$ cat src/rtl/trig_buffer_alloc_if.sv
// Trigger/readout bus for trig_buffer_alloc; dead_count_o exists only with
// TRIG_BUFFER_ALLOC_DEADTIME_EN defined.
interface trig_buffer_alloc_if #(
    parameter int unsigned NBUF      = 4,
    parameter int unsigned OCC_WIDTH = 32
);
    localparam int unsigned NBUF_BITS = $clog2(NBUF);

    logic                 pps_i;
    logic                 runrst_i;
    logic                 runstop_i;
    logic                 trig_i;
    logic [NBUF_BITS-1:0] trig_buf_o;
    logic                 trig_ack_o;
    logic                 last_flag_i;
    logic [NBUF_BITS-1:0] last_buf_i;
    logic [NBUF-1:0]      held_o;
    logic [NBUF_BITS:0]   count_o;
    logic                 dead_o;
    logic [OCC_WIDTH-1:0] occupancy_o;
    logic                 surf_err_o;
    logic                 turf_err_o;
`ifdef TRIG_BUFFER_ALLOC_DEADTIME_EN
    logic [OCC_WIDTH-1:0] dead_count_o;
`endif

    modport master (
        output pps_i, runrst_i, runstop_i, trig_i, last_flag_i, last_buf_i,
        input  trig_buf_o, trig_ack_o, held_o, count_o, dead_o, occupancy_o,
`ifdef TRIG_BUFFER_ALLOC_DEADTIME_EN
        input  dead_count_o,
`endif
        input  surf_err_o, turf_err_o
    );

    modport slave (
        input  pps_i, runrst_i, runstop_i, trig_i, last_flag_i, last_buf_i,
        output trig_buf_o, trig_ack_o, held_o, count_o, dead_o, occupancy_o,
`ifdef TRIG_BUFFER_ALLOC_DEADTIME_EN
        output dead_count_o,
`endif
        output surf_err_o, turf_err_o
    );
endinterface

$ cat src/rtl/trig_buffer_alloc.sv
// Round-robin SURF event buffer allocator with deadtime, error flags and per-second occupancy.
// Optional deadtime counter enabled by defining TRIG_BUFFER_ALLOC_DEADTIME_EN.
module trig_buffer_alloc #(
    parameter int unsigned NBUF      = 4,
    parameter int unsigned OCC_WIDTH = 32
) (
    input logic             sys_clk_i,
    input logic             sys_rst_i,
    trig_buffer_alloc_if.slave bus
);
    localparam int unsigned NBUF_BITS = $clog2(NBUF);

    logic [NBUF-1:0]      held, held_n;
    logic [NBUF_BITS-1:0] ptr, ptr_n, ptr_inc;
    logic [NBUF_BITS-1:0] trig_buf, buf_n;
    logic [NBUF_BITS:0]   count, count_n;
    logic                 running, run_n;
    logic                 surf_err, surf_n;
    logic                 turf_err, turf_n;
    logic                 ack, ack_n;
    logic                 dead, dead_n;
    logic                 last_held;
    logic [OCC_WIDTH-1:0] acc, occupancy, acc_sat;
    logic [OCC_WIDTH:0]   acc_sum;

    assign ptr_inc   = (ptr == NBUF_BITS'(NBUF - 1)) ? '0 : ptr + NBUF_BITS'(1);
    // Out-of-range indices (non-power-of-two NBUF) count as "not held"
    assign last_held = ({1'b0, bus.last_buf_i} < (NBUF_BITS + 1)'(NBUF)) && held[bus.last_buf_i];

    // Next-state: all decisions look at the registered pre-cycle held/ptr/running
    always_comb begin
        held_n = held;
        ptr_n  = ptr;
        run_n  = running;
        surf_n = surf_err;
        turf_n = turf_err;
        ack_n  = 1'b0;
        buf_n  = trig_buf;
        if (bus.runrst_i) begin
            held_n = '0;
            ptr_n  = '0;
            run_n  = 1'b1;
            surf_n = 1'b0;
            turf_n = 1'b0;
        end else begin
            if (bus.runstop_i) run_n = 1'b0;
            if (bus.trig_i) begin
                if (!held[ptr]) begin
                    held_n[ptr] = 1'b1;
                    ack_n       = 1'b1;
                    buf_n       = ptr;
                    ptr_n       = ptr_inc;
                end else if (running) begin
                    turf_n = 1'b1;
                end
            end
            if (bus.last_flag_i) begin
                if (last_held) held_n[bus.last_buf_i] = 1'b0;
                else if (running) surf_n = 1'b1;
            end
        end
        count_n = '0;
        for (int unsigned i = 0; i < NBUF; i++) count_n = count_n + (NBUF_BITS + 1)'(held_n[i]);
        dead_n = run_n & held_n[ptr_n];
    end

    always_ff @(posedge sys_clk_i or posedge sys_rst_i) begin
        if (sys_rst_i) begin
            held     <= '0;
            ptr      <= '0;
            trig_buf <= '0;
            count    <= '0;
            running  <= 1'b0;
            surf_err <= 1'b0;
            turf_err <= 1'b0;
            ack      <= 1'b0;
            dead     <= 1'b0;
        end else begin
            held     <= held_n;
            ptr      <= ptr_n;
            trig_buf <= buf_n;
            count    <= count_n;
            running  <= run_n;
            surf_err <= surf_n;
            turf_err <= turf_n;
            ack      <= ack_n;
            dead     <= dead_n;
        end
    end

    // Saturating occupancy accumulator, dumped on PPS including the PPS cycle itself
    assign acc_sum = {1'b0, acc} + (OCC_WIDTH + 1)'(count);
    assign acc_sat = acc_sum[OCC_WIDTH] ? '1 : acc_sum[OCC_WIDTH-1:0];

    always_ff @(posedge sys_clk_i or posedge sys_rst_i) begin
        if (sys_rst_i) begin
            acc       <= '0;
            occupancy <= '0;
        end else if (bus.pps_i) begin
            acc       <= '0;
            occupancy <= acc_sat;
        end else begin
            acc       <= acc_sat;
        end
    end

`ifdef TRIG_BUFFER_ALLOC_DEADTIME_EN
    logic [OCC_WIDTH-1:0] dead_acc, dead_count, dead_sat;
    logic [OCC_WIDTH:0]   dead_sum;

    assign dead_sum = {1'b0, dead_acc} + (OCC_WIDTH + 1)'(dead);
    assign dead_sat = dead_sum[OCC_WIDTH] ? '1 : dead_sum[OCC_WIDTH-1:0];

    always_ff @(posedge sys_clk_i or posedge sys_rst_i) begin
        if (sys_rst_i) begin
            dead_acc   <= '0;
            dead_count <= '0;
        end else if (bus.pps_i) begin
            dead_acc   <= '0;
            dead_count <= dead_sat;
        end else begin
            dead_acc   <= dead_sat;
        end
    end

    assign bus.dead_count_o = dead_count;
`endif

    assign bus.held_o      = held;
    assign bus.count_o     = count;
    assign bus.trig_buf_o  = trig_buf;
    assign bus.trig_ack_o  = ack;
    assign bus.dead_o      = dead;
    assign bus.surf_err_o  = surf_err;
    assign bus.turf_err_o  = turf_err;
    assign bus.occupancy_o = occupancy;
endmodule

$ cat src/flat_wrapper.sv
// flat-port wrapper written by rule: the top's interface ports become plain ports
module trig_buffer_alloc_flat 
#(
    parameter int unsigned NBUF      = 4,
    parameter int unsigned OCC_WIDTH = 32
)
  (sys_clk_i, sys_rst_i, bus_pps_i, bus_runrst_i, bus_runstop_i, bus_trig_i, bus_last_flag_i, bus_last_buf_i, bus_trig_buf_o, bus_trig_ack_o, bus_held_o, bus_count_o, bus_dead_o, bus_occupancy_o, bus_surf_err_o, bus_turf_err_o);
  trig_buffer_alloc_if #(.NBUF(NBUF), .OCC_WIDTH(OCC_WIDTH)) bus_i ();
  input logic sys_clk_i;
  input logic sys_rst_i;
  input wire logic [$bits(bus_i.pps_i)-1:0] bus_pps_i;
  input wire logic [$bits(bus_i.runrst_i)-1:0] bus_runrst_i;
  input wire logic [$bits(bus_i.runstop_i)-1:0] bus_runstop_i;
  input wire logic [$bits(bus_i.trig_i)-1:0] bus_trig_i;
  input wire logic [$bits(bus_i.last_flag_i)-1:0] bus_last_flag_i;
  input wire logic [$bits(bus_i.last_buf_i)-1:0] bus_last_buf_i;
  output wire logic [$bits(bus_i.trig_buf_o)-1:0] bus_trig_buf_o;
  output wire logic [$bits(bus_i.trig_ack_o)-1:0] bus_trig_ack_o;
  output wire logic [$bits(bus_i.held_o)-1:0] bus_held_o;
  output wire logic [$bits(bus_i.count_o)-1:0] bus_count_o;
  output wire logic [$bits(bus_i.dead_o)-1:0] bus_dead_o;
  output wire logic [$bits(bus_i.occupancy_o)-1:0] bus_occupancy_o;
  output wire logic [$bits(bus_i.surf_err_o)-1:0] bus_surf_err_o;
  output wire logic [$bits(bus_i.turf_err_o)-1:0] bus_turf_err_o;
  assign bus_i.pps_i = bus_pps_i;
  assign bus_i.runrst_i = bus_runrst_i;
  assign bus_i.runstop_i = bus_runstop_i;
  assign bus_i.trig_i = bus_trig_i;
  assign bus_i.last_flag_i = bus_last_flag_i;
  assign bus_i.last_buf_i = bus_last_buf_i;
  assign bus_trig_buf_o = bus_i.trig_buf_o;
  assign bus_trig_ack_o = bus_i.trig_ack_o;
  assign bus_held_o = bus_i.held_o;
  assign bus_count_o = bus_i.count_o;
  assign bus_dead_o = bus_i.dead_o;
  assign bus_occupancy_o = bus_i.occupancy_o;
  assign bus_surf_err_o = bus_i.surf_err_o;
  assign bus_turf_err_o = bus_i.turf_err_o;
  trig_buffer_alloc #(.NBUF(NBUF), .OCC_WIDTH(OCC_WIDTH)) u_core (.sys_clk_i(sys_clk_i), .sys_rst_i(sys_rst_i), .bus(bus_i));
endmodule
$ cat config.mk
export PLATFORM = sky130hd
export DESIGN_NAME = trig_buffer_alloc_flat
export DESIGN_NICKNAME = d
export VERILOG_FILES = /design/src/rtl/trig_buffer_alloc_if.sv /design/src/rtl/trig_buffer_alloc.sv /design/src/flat_wrapper.sv
export SDC_FILE = /design/constraint.sdc
export NUM_CORES = 1
export LEC_CHECK = 0
export CELL_PAD_IN_SITES_DETAIL_PLACEMENT = 1
export CELL_PAD_IN_SITES_GLOBAL_PLACEMENT = 1
export CORE_MARGIN = 10
export CORE_UTILIZATION = 38
export DETAILED_ROUTE_END_ITERATION = 6
export GPL_ROUTABILITY_DRIVEN = 1
export PLACE_DENSITY_LB_ADDON = 0.1
export SYNTH_ARGS = -nofsm -noshare
export SYNTH_HDL_FRONTEND = slang
export SYNTH_SLANG_ARGS = --single-unit
$ cat constraint.sdc
create_clock -name sys_clk_i -period 2.9 [get_ports sys_clk_i]
set_input_delay 0.87 -clock sys_clk_i [delete_from_list [all_inputs] [get_ports sys_clk_i]]
set_output_delay 0.87 -clock sys_clk_i [all_outputs]
set_load 0.02 [all_outputs]
### Word-level counts from Yosys, hierarchy flattened

Index checks and enable logic that the tools add are counted.

| storage, ports and cells | value |
|---|---|
| register bits after elaboration | 80 |
| logic and storage cells | 72 |

| operators by class | value |
|---|---|
| muxes and demuxes | 34 |
| bitwise gates (word level) | 6 |
| reductions and logical operators | 9 |
| add/sub/neg operators | 5 |
| equal/unequal tests | 2 |
| order comparisons | 5 |

Operators by type and width:

| cell | number |
|---|---|
| 32-bit 2-to-1 mux | 2 |
| 32-bit by 3-bit adder with 33-bit output | 1 |
| 4-bit 2-to-1 mux | 6 |
| 1-bit 2-to-1 mux | 17 |
| 2-bit by 3-bit < comparator with 1-bit output, second input constant | 3 |
| 3-bit AND reduction | 3 |
| 2-bit 2-to-1 mux | 4 |
| 2-bit nonzero test | 4 |
| 3-bit by 1-bit adder with 3-bit output | 2 |
| 1-bit binary-select mux with 2-bit select | 3 |
| 4-bit AND | 1 |
| 1-bit demux with 2-bit select | 2 |
| 2-bit by 1-bit greater-or-equal comparator with 1-bit output, second input constant | 2 |
| 4-bit NOT | 1 |
| 4-bit OR | 1 |
| 1-bit by 1-bit adder with 2-bit output | 1 |
| 2-bit by 1-bit adder with 2-bit output, second input constant | 1 |
| 2-bit equality test, second input constant | 1 |
| 1-bit logical AND | 2 |
| 2-bit inequality test, second input constant | 1 |
| 1-bit NOT | 2 |
| 1-bit AND | 1 |

### Depth between registers and ports, before layout

Gate-level depths: netlist of the first run.

| logic depth | value |
|---|---|
| depth after elaboration | 15 |
| mapped depth | 10 |
| depth with buffers taken out | 9 |

### Worst setup path before layout of the first run

No wires, ideal clock.

| path | value |
|---|---|
| kind | input port to flip-flop |
| from | input bus_runrst_i |
| to | register u_core.count[1], in the netlist u_core.bus.count_o[1] |
| path slack | 0.317 ns |
| library setup time | 0.126 ns |
| buffers on the path | 1 |
| stages | 8 |
| data arrival time | 2.457 ns |
| required time | 2.774 ns |
| path through | clkbuf_1 > nor3_1 > a32o_1 > ha_1 > inv_1 > fa_1 > inv_1 > ha_1 |

| on the way | value |
|---|---|
| cells in the longest elaborated chain, start to end | 4 |

Ends and longest elaborated chain:

| what | RTL line | text |
|---|---|---|
| start, declared | flat_wrapper.sv:12 | `input wire logic [$bits(bus_i.runrst_i)-1:0] bus_runrst_i;` |
| 4-bit 2-to-1 mux | trig_buffer_alloc.sv:39 | `if (bus.runrst_i) begin` |
| via u_core.held_n[0] | trig_buffer_alloc.sv:13 | `logic [NBUF-1:0] held, held_n;` |
| 1-bit by 1-bit adder with 2-bit output | trig_buffer_alloc.sv:63 | `for (int unsigned i = 0; i < NBUF; i++) count_n = count_n + (NBUF_BITS + 1)'(held_n[i]);` |
| 3-bit by 1-bit adder with 3-bit output (2 in a row) | trig_buffer_alloc.sv:63 |  |
| via u_core.count_n[1] | trig_buffer_alloc.sv:16 | `logic [NBUF_BITS:0] count, count_n;` |
| end signal, assigned | trig_buffer_alloc.sv:82 | `count <= count_n;` |
| end, declared | trig_buffer_alloc.sv:16 |  |

The timed path passes the listed nets, and every way through them passes these cells.
A chain may end at the register's enable or synchronous reset.

### Worst setup path in the final report of the first run

| path | value |
|---|---|
| from | input bus_trig_i |
| to | register u_core.count[1], in the netlist u_core.bus.count_o[1] |

| on the way | value |
|---|---|
| cells in the longest elaborated chain, start to end | 9 |

Ends and longest elaborated chain:

| what | RTL line | text |
|---|---|---|
| start, declared | flat_wrapper.sv:14 | `input wire logic [$bits(bus_i.trig_i)-1:0] bus_trig_i;` |
| 4-bit 2-to-1 mux * | trig_buffer_alloc.sv:47 | `if (bus.trig_i) begin` |
| 4-bit 2-to-1 mux * | trig_buffer_alloc.sv:39 |  |
| 4-bit AND (no line) | - |  |
| 4-bit 2-to-1 mux | trig_buffer_alloc.sv:58 | `if (last_held) held_n[bus.last_buf_i] = 1'b0;` |
| 4-bit 2-to-1 mux * | trig_buffer_alloc.sv:57 | `if (bus.last_flag_i) begin` |
| 4-bit 2-to-1 mux * | trig_buffer_alloc.sv:39 |  |
| via u_core.held_n[0] | trig_buffer_alloc.sv:13 |  |
| 1-bit by 1-bit adder with 2-bit output * | trig_buffer_alloc.sv:63 |  |
| 3-bit by 1-bit adder with 3-bit output * (2 in a row) | trig_buffer_alloc.sv:63 |  |
| via u_core.count_n[1] | trig_buffer_alloc.sv:16 |  |

Mark *: on every way through the listed nets, which the timed path passes. The rest lies on a longest branch. The select of a mux whose other input is x is not followed.

==> key figures, run 1 <==
Run status
  – Status: finished, final reports clean

Drt
  – Drc violations: 0
  – Detailed-route via count: 3040
  – Vias per cell: 5.19
  – Remaining antenna violation count: 0
  – Final WL: 10200 µm
  – Initial detailed-routing violation count: 189
  – DRT Pass-1 Iters: 4
  – Wire per inst: 17.4 µm

Global route
  – Number of global-route vias before repair: 3334
  – Most heavily used metal layer in global routing: met2
  – Initial antenna violation count: 0
  – Largest net degree at the start of global routing: 75
  – GRT met1 Usage: 18.6%
  – GR Overflow Total: 0
  – Met3 global-route usage: 4.47%
  – Met2 Usage GRT: 23.8%
  – First-pass GRT wire length: 17400 µm
  – Gr usage total: 14.8%

Worst setup path
  – R2R setup slack: 0.28 ns
  – Cells on worst reg2reg path: 9
  – WP data required: 3.14 ns
  – Buf/Inv on CP: 5
  – Critical-path top delay cell: clkdlybuf4s50_1
  – Crit path DAT: 2.97 ns
  – FF-to-FF Start: u_core.bus.held_o[0]
  – Reg-to-reg critical path endpoint: u_core.bus.count_o[1]
  – CP Cell Sequence: clkdlybuf4s50_1 -> inv_1 -> nor3_1 -> buf_4 -> a32o_1 -> ha_1 -> inv_1 -> fa_1 -> inv_1 -> ha_1
  – Worst Path Class, Setup: input pin to register
  – Critical path depth: 10
  – Critical path endpoint category: register
  – Worst Path Max Fanout: 4
  – Largest stage delay, worst path: 0.50 ns
  – Kind of cell adding the most delay to the critical path: buffers and inverters
  – CP Launch Type: input pin
  – CP most frequent cell: inv_1

Synth
  – Share of Yosys cell area claimed by the top area cell type: 52.3%
  – Synth unique cells: 45
  – Ys async rst share: 100%
  – Post-synth EDFFs: 0
  – Area leader, netlist: dfrtp_1
  – Synth top area cells: dfrtp_1 52%, nor2_1 6.3%, a21oi_1 3.7%
  – Post-synthesis sequential area ratio: 52.3%
  – Synth warnings: 0
  – Syn Area/Cell: 10.1 µm²
  – Post-Syn Area: 0.00383 mm²
  – Top FF cell, synth: dfrtp_1
  – Cell count after synthesis: 380
  – Mapped Nets: 400
  – Seq cells post-synth: 80

Hold path
  – Number of cells on the worst hold path: 2
  – Hold WC Path Type: register to register
  – Hold path start: u_core.bus.occupancy_o[24]
  – Hold path endpoint: u_core.bus.occupancy_o[24]

Clock tree
  – CTS clk-pin slew, worst paths: 0.08 ns
  – Root buffer cell: clkbuf_8
  – H-tree levels: 3
  – Clock sinks: 80
  – Post-CTS Setup Bufs: 0
  – Post-CTS Resized: 0
  – Cts hold-fix bufs: 0
  – CTS buffer count: 9
  – Max Root-Sink Buffers: 2
  – Clock latency on the worst-skew pair: 0.36 ns
  – CTS tree: done

Floorplan
  – Die ar.: 0.0145 mm²
  – Die H: 120 µm
  – FP Rows: 36
  – Core Region: 0.00977 mm²
  – Initial Utilization: 39.1%
  – Ports: 54
  – Die W: 120 µm

STA
  – Ratio of final minimum period to clock period: 94.2%
  – Fmax: 0.366 GHz
  – RSZ-0062 raised after global routing: no
  – Hold Fails Final Rpt: 0
  – Final Critical Period: 2.73 ns
  – # setup viols final: 0
  – Count of pins over their slew limit: 0
  – Worst setup margin: 0.168 ns
  – Worst-Margin Slew: 0.636 ns
  – Final clock skew: 0.00928 ns
  – Max_slew headroom: 57.5%

Cells and area
  – Most frequent cells in the layout: 80 x dfrtp_1, 64 x nor2_1, 52 x clkdlybuf4s50_1
  – Fin nets: 468
  – Antenna cell count: 0
  – Most common cell after layout, fill and taps aside: dfrtp_1
  – Final Core Density: 49.7%
  – Layout area overhead: 26.8%
  – Fillers: 1124
  – Share of layout cells above drive strength 1: 11.7%

Pwr
  – Pwr dens: 538 mW/mm²
  – Max VDD drop: 0.310 mV
  – Leakage power: 2.19 nW
  – Pwr Total: 2.61 mW

Place
  – Detailed Place HPWL: 7430 µm
  – I/O Buffers: 53
  – Setup WS pre-CTS: -0.128 ns
  – Routability cong.: 0.853

Flow run
  – Max cap viols: 0
==> how the worst max path moves through the flow <==
stage,startpoint,to
detailed placement,bus_trig_i,u_core.bus.count_o[1]
global route,bus_trig_i,u_core.bus.count_o[1]
floorplan,bus_runrst_i,u_core.bus.count_o[1]
global placement,bus_trig_i,u_core.bus.count_o[1]
finish,bus_trig_i,u_core.bus.count_o[1]
CTS,bus_trig_i,u_core.bus.count_o[1]
==> power by group <==
group | total [mW] | internal [mW] | switching (mW)
Combinational | 0.463 | 0.209 | 0.254
Sequential | 1.23 | 1.18 | 0.0508
Clock | 0.912 | 0.509 | 0.403
==> per-layer routing <==
metal / up-vias / part of all wire (%)
li1: 1478 / -
met1: 1505 / 46
met2: 48 / 49
met3: 9 / 4.4
met4: 0 / 1.2
met5: - / 0
==> worst register-to-register path: stages (launching register included) <==
cell and delay (ns):
dfrtp_1 0.47, mux4_2 0.54, nor3_1 0.24, buf_4 0.20, a32o_1 0.18, ha_1 0.16, inv_1 0.05, fa_1 0.36
inv_1 0.08, ha_1 0.22
==> through the flow <==
step	setup TNS, ns	area [µm²]	instances	hold WS [ns]
2_1_floorplan	0	3830	380	0.516
3_3_place_gp	-0.0713	4640	570	0.469
3_5_place_dp	-0.128	4640	570	0.476
4_1_cts	0	4850	586	0.496
5_1_grt	0	4850	586	0.521
6_report	0	4850	586	0.488
==> cells in the mapped netlist, types with 12 or more instances <==
| cell | instances |
|---|---|
| nand3_1 | 12 |
| inv_1 | 22 |
| o21ai_0 | 12 |
| nor3_1 | 12 |
| dfrtp_1 | 80 |
| clkbuf_1 | 13 |
| nand2_1 | 17 |
| a31oi_1 | 15 |
| a21oi_1 | 28 |
| nor2_1 | 64 |
==> state kept, by name, indices dropped and copies added (netlist names) <==
name and count:
u_core.bus.trig_buf_o 2, u_core.acc 32, u_core.bus.occupancy_o 32, u_core.running 1, u_core.bus.trig_ack_o 1, u_core.ptr 2, u_core.bus.count_o 3, u_core.bus.surf_err_o 1
u_core.bus.turf_err_o 1, u_core.bus.dead_o 1, u_core.bus.held_o 4
==> layout make-up <==
type                            instances  area (µm²)  share of cell area, %
Inverter                               22        86.3                   1.78
Multi-Input combinational cell        261        1660                   34.3
Sequential cell                        80        2000                   41.2
Clock inverter                          3        65.1                   1.34
Clock buffer                           13         149                   3.07
Tap cell                              133         166                   3.43
Timing Repair Buffer                   74         721                   14.8
==> logic make-up after synthesis <==
| group | share of synthesized area [%] |
|---|---|
| AND/OR/NAND/NOR | 18.5 |
| flip-flops | 52.3 |
| AO/OA/AOI/OAI | 12.2 |
| buffers and inverters | 4.19 |
| XOR/XNOR | 3.66 |
| multiplexers | 5.07 |
| adder cells (fa/ha/maj) | 3.99 |
(Power assumes the default switching activity.)
==> run 2: changes to the inputs <==
--- a/config.mk
+++ b/config.mk
@@ -11,7 +11,9 @@
 export CORE_UTILIZATION = 38
 export DETAILED_ROUTE_END_ITERATION = 6
 export GPL_ROUTABILITY_DRIVEN = 1
+export GPL_TIMING_DRIVEN = 0
 export PLACE_DENSITY_LB_ADDON = 0.1
+export RECOVER_POWER = 50
 export SYNTH_ARGS = -nofsm -noshare
 export SYNTH_HDL_FRONTEND = slang
 export SYNTH_SLANG_ARGS = --single-unit
==> run 2 against run 1 <==
- first-iteration DRC count down 35%
- non-clock buffer count down 3
- critical path type unchanged
- setup slack better by 0.011 ns
==> key figures, run 2 (same netlist as run 1, synthesis figures left out) <==
Cells and area
  – Layout area overhead: 24.5%
  – Antenna cell count: 0
  – Fin nets: 465
  – Non-Filler Instances: 582
  – Most frequent cells in the layout: 80 x dfrtp_1, 64 x nor2_1, 40 x clkdlybuf4s50_1
  – Most common cell after layout, fill and taps aside: dfrtp_1
  – Share of layout cells above drive strength 1: 8.69%
  – Fillers: 1137
  – Final Core Density: 48.7%

Global route
  – Gr usage total: 14.9%
  – Largest net degree at the start of global routing: 37
  – First-pass GRT wire length: 17500 µm
  – Initial antenna violation count: 0
  – GR Overflow Total: 0
  – Number of global-route vias before repair: 3337

Worst setup path
  – CP Launch Type: input pin
  – Largest stage delay, worst path: 0.53 ns
  – CP most frequent cell: inv_1
  – Worst Path Max Fanout: 6
  – Worst Path Class, Setup: input pin to register
  – Cells on worst reg2reg path: 8
  – CP Cell Sequence: clkdlybuf4s50_1 -> inv_1 -> nor3_4 -> nand2_1 -> o21ai_0 -> inv_1 -> fa_1 -> inv_1 -> ha_1
  – Critical path endpoint category: register
  – Critical-path top delay cell: clkdlybuf4s50_1
  – WP data required: 3.14 ns
  – Crit path DAT: 2.96 ns

Clock tree
  – CTS clk-pin slew, worst paths: 0.08 ns
  – CTS buffer count: 9
  – Clock sinks: 80
  – Post-CTS Setup Bufs: 0
  – CTS tree: done
  – Max Root-Sink Buffers: 2
  – Root buffer cell: clkbuf_8
  – H-tree levels: 3
  – Clock latency on the worst-skew pair: 0.36 ns

STA
  – Hold Fails Final Rpt: 0
  – Worst-Margin Slew: 0.888 ns
  – # setup viols final: 0
  – Final clock skew: 0.00839 ns
  – Max_slew headroom: 40.8%
  – Ratio of final minimum period to clock period: 93.8%
  – Fmax: 0.367 GHz
  – Count of pins over their slew limit: 0
  – Final Critical Period: 2.72 ns
  – RSZ-0062 raised after global routing: no

Floorplan
  – Die W: 120 µm
  – Ports: 54
  – Initial Utilization: 39.1%
  – FP Rows: 36
  – Die ar.: 0.0145 mm²
  – Die H: 120 µm
  – Core Region: 0.00977 mm²

Drt
  – Detailed-route via count: 3090
  – Final WL: 10400 µm
  – Drc violations: 0
  – DRT Pass-1 Iters: 4
  – Vias per cell: 5.31
  – Wire per inst: 17.8 µm
  – Initial detailed-routing violation count: 122
  – Remaining antenna violation count: 0

Place
  – Cells after DPL: 567
  – Detailed Place HPWL: 7810 µm
  – I/O Buffers: 52
  – Routability cong.: 0.824

Hold path
  – Number of cells on the worst hold path: 2
  – Hold WC Path Type: register to register

Pwr
  – Pwr dens: 546 mW/mm²
  – Max VDD drop: 0.305 mV
  – Leakage power: 2.14 nW

Run status
  – Status: finished, final reports clean

Flow run
  – Max cap viols: 0
[run 2: critical path, delay by kind of cell]
kind / cells / cell delay [ns]
AND/OR/NAND/NOR: 2 / 0.41
buffers and inverters: 4 / 0.84
adder cells (fa/ha/maj): 2 / 0.61
AO/OA/AOI/OAI: 1 / 0.23
[run 2: path summary, 6_finish.rpt]
| path | startpoint | end | slack (ns) |
|---|---|---|---|
| min in group asynchronous | sys_rst_i | u_core.bus.occupancy_o[12] | 0.97 |
| worst max-delay path | bus_trig_i | u_core.bus.count_o[1] | 0.18 |
| max in group asynchronous | sys_rst_i | u_core.acc[2] | 0.45 |
| worst max register to register | u_core.ptr[1] | u_core.bus.count_o[1] | 0.21 |
| worst min-delay path | u_core.bus.occupancy_o[20] | u_core.bus.occupancy_o[20] | 0.48 |
| worst min register to register | u_core.bus.occupancy_o[20] | u_core.bus.occupancy_o[20] | 0.48 |
[run 2: layout make-up]
cell class	instances	area (µm²)	share of cell area (%)
flip-flops and latches	80	2000	42.0
multi-input cells	261	1680	35.2
plain buffers	17	77.6	1.63
well taps	133	166	3.49
clock inverters	3	65.1	1.37
repair buffers	54	537	11.3
inverters	22	83.8	1.76
clock buffers	12	155	3.26
[run 2: metrics by stage]
| step | setup WS (ns) | area, µm² | hold slack, ns | total power, mW | TNS, ns |
|---|---|---|---|---|---|
| CTS | 0.0387 | 4780 | 0.492 | 2.64 | 0 |
| global route | 0.0654 | 4760 | 0.522 | 2.74 | 0 |
| floorplan | 0.317 | 3830 | 0.516 | 1.50 | 0 |
| global placement | -0.532 | 4520 | 0.473 | 1.69 | -1.31 |
| detailed placement | -0.494 | 4560 | 0.473 | 1.70 | -1.23 |
| finish | 0.179 | 4760 | 0.483 | 2.60 | 0 |
[run 2: routing by layer]
layer	part of all wire (%)	track usage, %	up-vias	routed length (µm)
li1	-	-	1468	-
met2	51	25.8	54	5240
met5	0	0	-	0
met3	4.4	3.21	12	453
met1	44	18.0	1556	4520
met4	1.5	4.98	0	151
[run 2: timing repair]
action | CTS | global route
setup endpoints to repair | 3 | 1
gates cloned | 0 | 0
hold buffers | 0 | 0
pin swaps | 0 | 1
resized for setup | 1 | 1
[run 2: report_power, final]
part           internal (mW)  total (mW)  switching, mW
clock network          0.527       0.928          0.401
logic                  0.187       0.439          0.252
registers               1.18        1.23         0.0486
total                   1.90        2.60          0.702
==> run 3: changes to the inputs <==
--- a/config.mk
+++ b/config.mk
@@ -11,7 +11,6 @@
 export CORE_UTILIZATION = 38
 export DETAILED_ROUTE_END_ITERATION = 6
 export GPL_ROUTABILITY_DRIVEN = 1
-export GPL_TIMING_DRIVEN = 0
 export PLACE_DENSITY_LB_ADDON = 0.1
 export RECOVER_POWER = 50
 export SYNTH_ARGS = -nofsm -noshare
==> run 3 against run 2 <==
- clock skew grew 0.0029 ns
- final cell count grew 0.69%
- total power shrank 0.17%
- global-route usage is essentially flat
==> key figures, run 3 (same netlist as run 1, synthesis figures left out) <==
Run status
  – Status: finished, final reports clean

Hold path
  – Hold WC Path Type: register to register
  – Number of cells on the worst hold path: 2
  – Hold path start: u_core.bus.occupancy_o[20]
  – Hold path endpoint: u_core.bus.occupancy_o[20]

Drt
  – Wire per inst: 17.4 µm
  – Vias per cell: 5.19
  – Initial detailed-routing violation count: 189
  – Drc violations: 0
  – Remaining antenna violation count: 0
  – Final WL: 10200 µm
  – Detailed-route via count: 3039
  – DRT Pass-1 Iters: 4

Pwr
  – Pwr dens: 540 mW/mm²
  – Pwr Total: 2.59 mW
  – Max VDD drop: 0.310 mV
  – Leakage power: 2.18 nW

Global route
  – Initial antenna violation count: 0
  – Met3 global-route usage: 4.47%
  – GR Overflow Total: 0
  – GRT met1 Usage: 18.6%
  – Largest net degree at the start of global routing: 75
  – Most heavily used metal layer in global routing: met2
  – Number of global-route vias before repair: 3334
  – Gr usage total: 14.8%
  – Met2 Usage GRT: 23.8%
  – First-pass GRT wire length: 17400 µm

Floorplan
  – Initial Utilization: 39.1%
  – Die ar.: 0.0145 mm²
  – FP Rows: 36
  – Core Region: 0.00977 mm²
  – Die H: 120 µm
  – Die W: 120 µm
  – Ports: 54

Cells and area
  – Final Core Density: 49.1%
  – Share of layout cells above drive strength 1: 10.6%
  – Fillers: 1132
  – Layout area overhead: 25.5%
  – Most frequent cells in the layout: 80 x dfrtp_1, 64 x nor2_1, 41 x clkdlybuf4s50_1
  – Antenna cell count: 0
  – Fin nets: 468
  – Register area: 0.00200 mm²
  – Area of the multi-input gates: 0.00166 mm²
  – Most common cell after layout, fill and taps aside: dfrtp_1

Worst setup path
  – Critical path endpoint category: register
  – FF-to-FF Start: u_core.bus.held_o[0]
  – Worst Path Max Fanout: 4
  – Cells on worst reg2reg path: 9
  – Reg-to-reg critical path endpoint: u_core.bus.count_o[1]
  – Crit path DAT: 2.97 ns
  – CP Launch Type: input pin
  – Worst Path Class, Setup: input pin to register
  – R2R setup slack: 0.29 ns
  – WP data required: 3.14 ns

Clock tree
  – Cts hold-fix bufs: 0
  – CTS tree: done
  – H-tree levels: 3
  – Root buffer cell: clkbuf_8
  – Post-CTS Setup Bufs: 0
  – CTS buffer count: 9
  – CTS clk-pin slew, worst paths: 0.08 ns
  – Max Root-Sink Buffers: 2
  – Clock sinks: 80
  – Clock latency on the worst-skew pair: 0.36 ns
  – Post-CTS Resized: 0

STA
  – Sum of negative setup slack: 0 ns
  – Count of pins over their slew limit: 0
  – Hold Fails Final Rpt: 0
  – Fmax: 0.367 GHz
  – Worst setup margin: 0.174 ns
  – RSZ-0062 raised after global routing: no
  – Max_slew headroom: 22.0%
  – Final clock skew: 0.0112 ns
  – Ratio of final minimum period to clock period: 94.0%
  – Worst hold slack: 0.485 ns
  – # setup viols final: 0
  – Worst-Margin Slew: 1.16 ns
  – Final Critical Period: 2.73 ns

Place
  – I/O Buffers: 53
  – Setup WS pre-CTS: -0.128 ns
  – Detailed Place HPWL: 7430 µm
  – Routability cong.: 0.853

Flow run
  – Max cap viols: 0
run 3: metal layers:
metal  wire length, µm  up-vias
li1                  -     1477
met1              4670     1505
met3               431        9
met5                 0        -
met4               111        0
met2              4990       48
run 3: worst max-delay path by stage:
stage,from,end,slack [ns],cells after the start
2_1_floorplan,bus_runrst_i,u_core.bus.count_o[1],0.32,8
3_3_place_gp,bus_trig_i,u_core.bus.count_o[1],-0.07,10
3_5_place_dp,bus_trig_i,u_core.bus.count_o[1],-0.13,10
4_1_cts,bus_trig_i,u_core.bus.count_o[1],0.17,10
5_1_grt,bus_trig_i,u_core.bus.count_o[1],0.08,10
6_report,bus_trig_i,u_core.bus.count_o[1],0.17,10
run 3: cell type report:
cell class | count | share of cell area (%)
clock buffer | 13 | 3.10
tap | 133 | 3.47
multi-input combinational | 261 | 34.7
timing repair buffer | 74 | 14.0
inverter | 22 | 1.75
clock inverter | 3 | 1.35
sequential | 80 | 41.7
run 3: power breakdown:
| part | leakage (nW) | total, mW | internal [mW] | switching, mW |
|---|---|---|---|---|
| Clock | 0.108 | 0.911 | 0.509 | 0.402 |
| Combinational | 0.998 | 0.450 | 0.198 | 0.253 |
| Sequential | 1.08 | 1.23 | 1.18 | 0.0503 |
run 3: stage by stage:
step	cell area, µm²	std cells
4_1_cts	4850	586
3_5_place_dp	4640	570
6_report	4800	586
2_1_floorplan	3830	380
3_3_place_gp	4640	570
5_1_grt	4800	586
run 3: critical path, stage by stage:
cell and delay (ns):
clkdlybuf4s50_1 0.50, inv_1 0.08, nor3_1 0.27, buf_4 0.19
a32o_1 0.18, ha_1 0.16, inv_1 0.05, fa_1 0.36
inv_1 0.08, ha_1 0.22
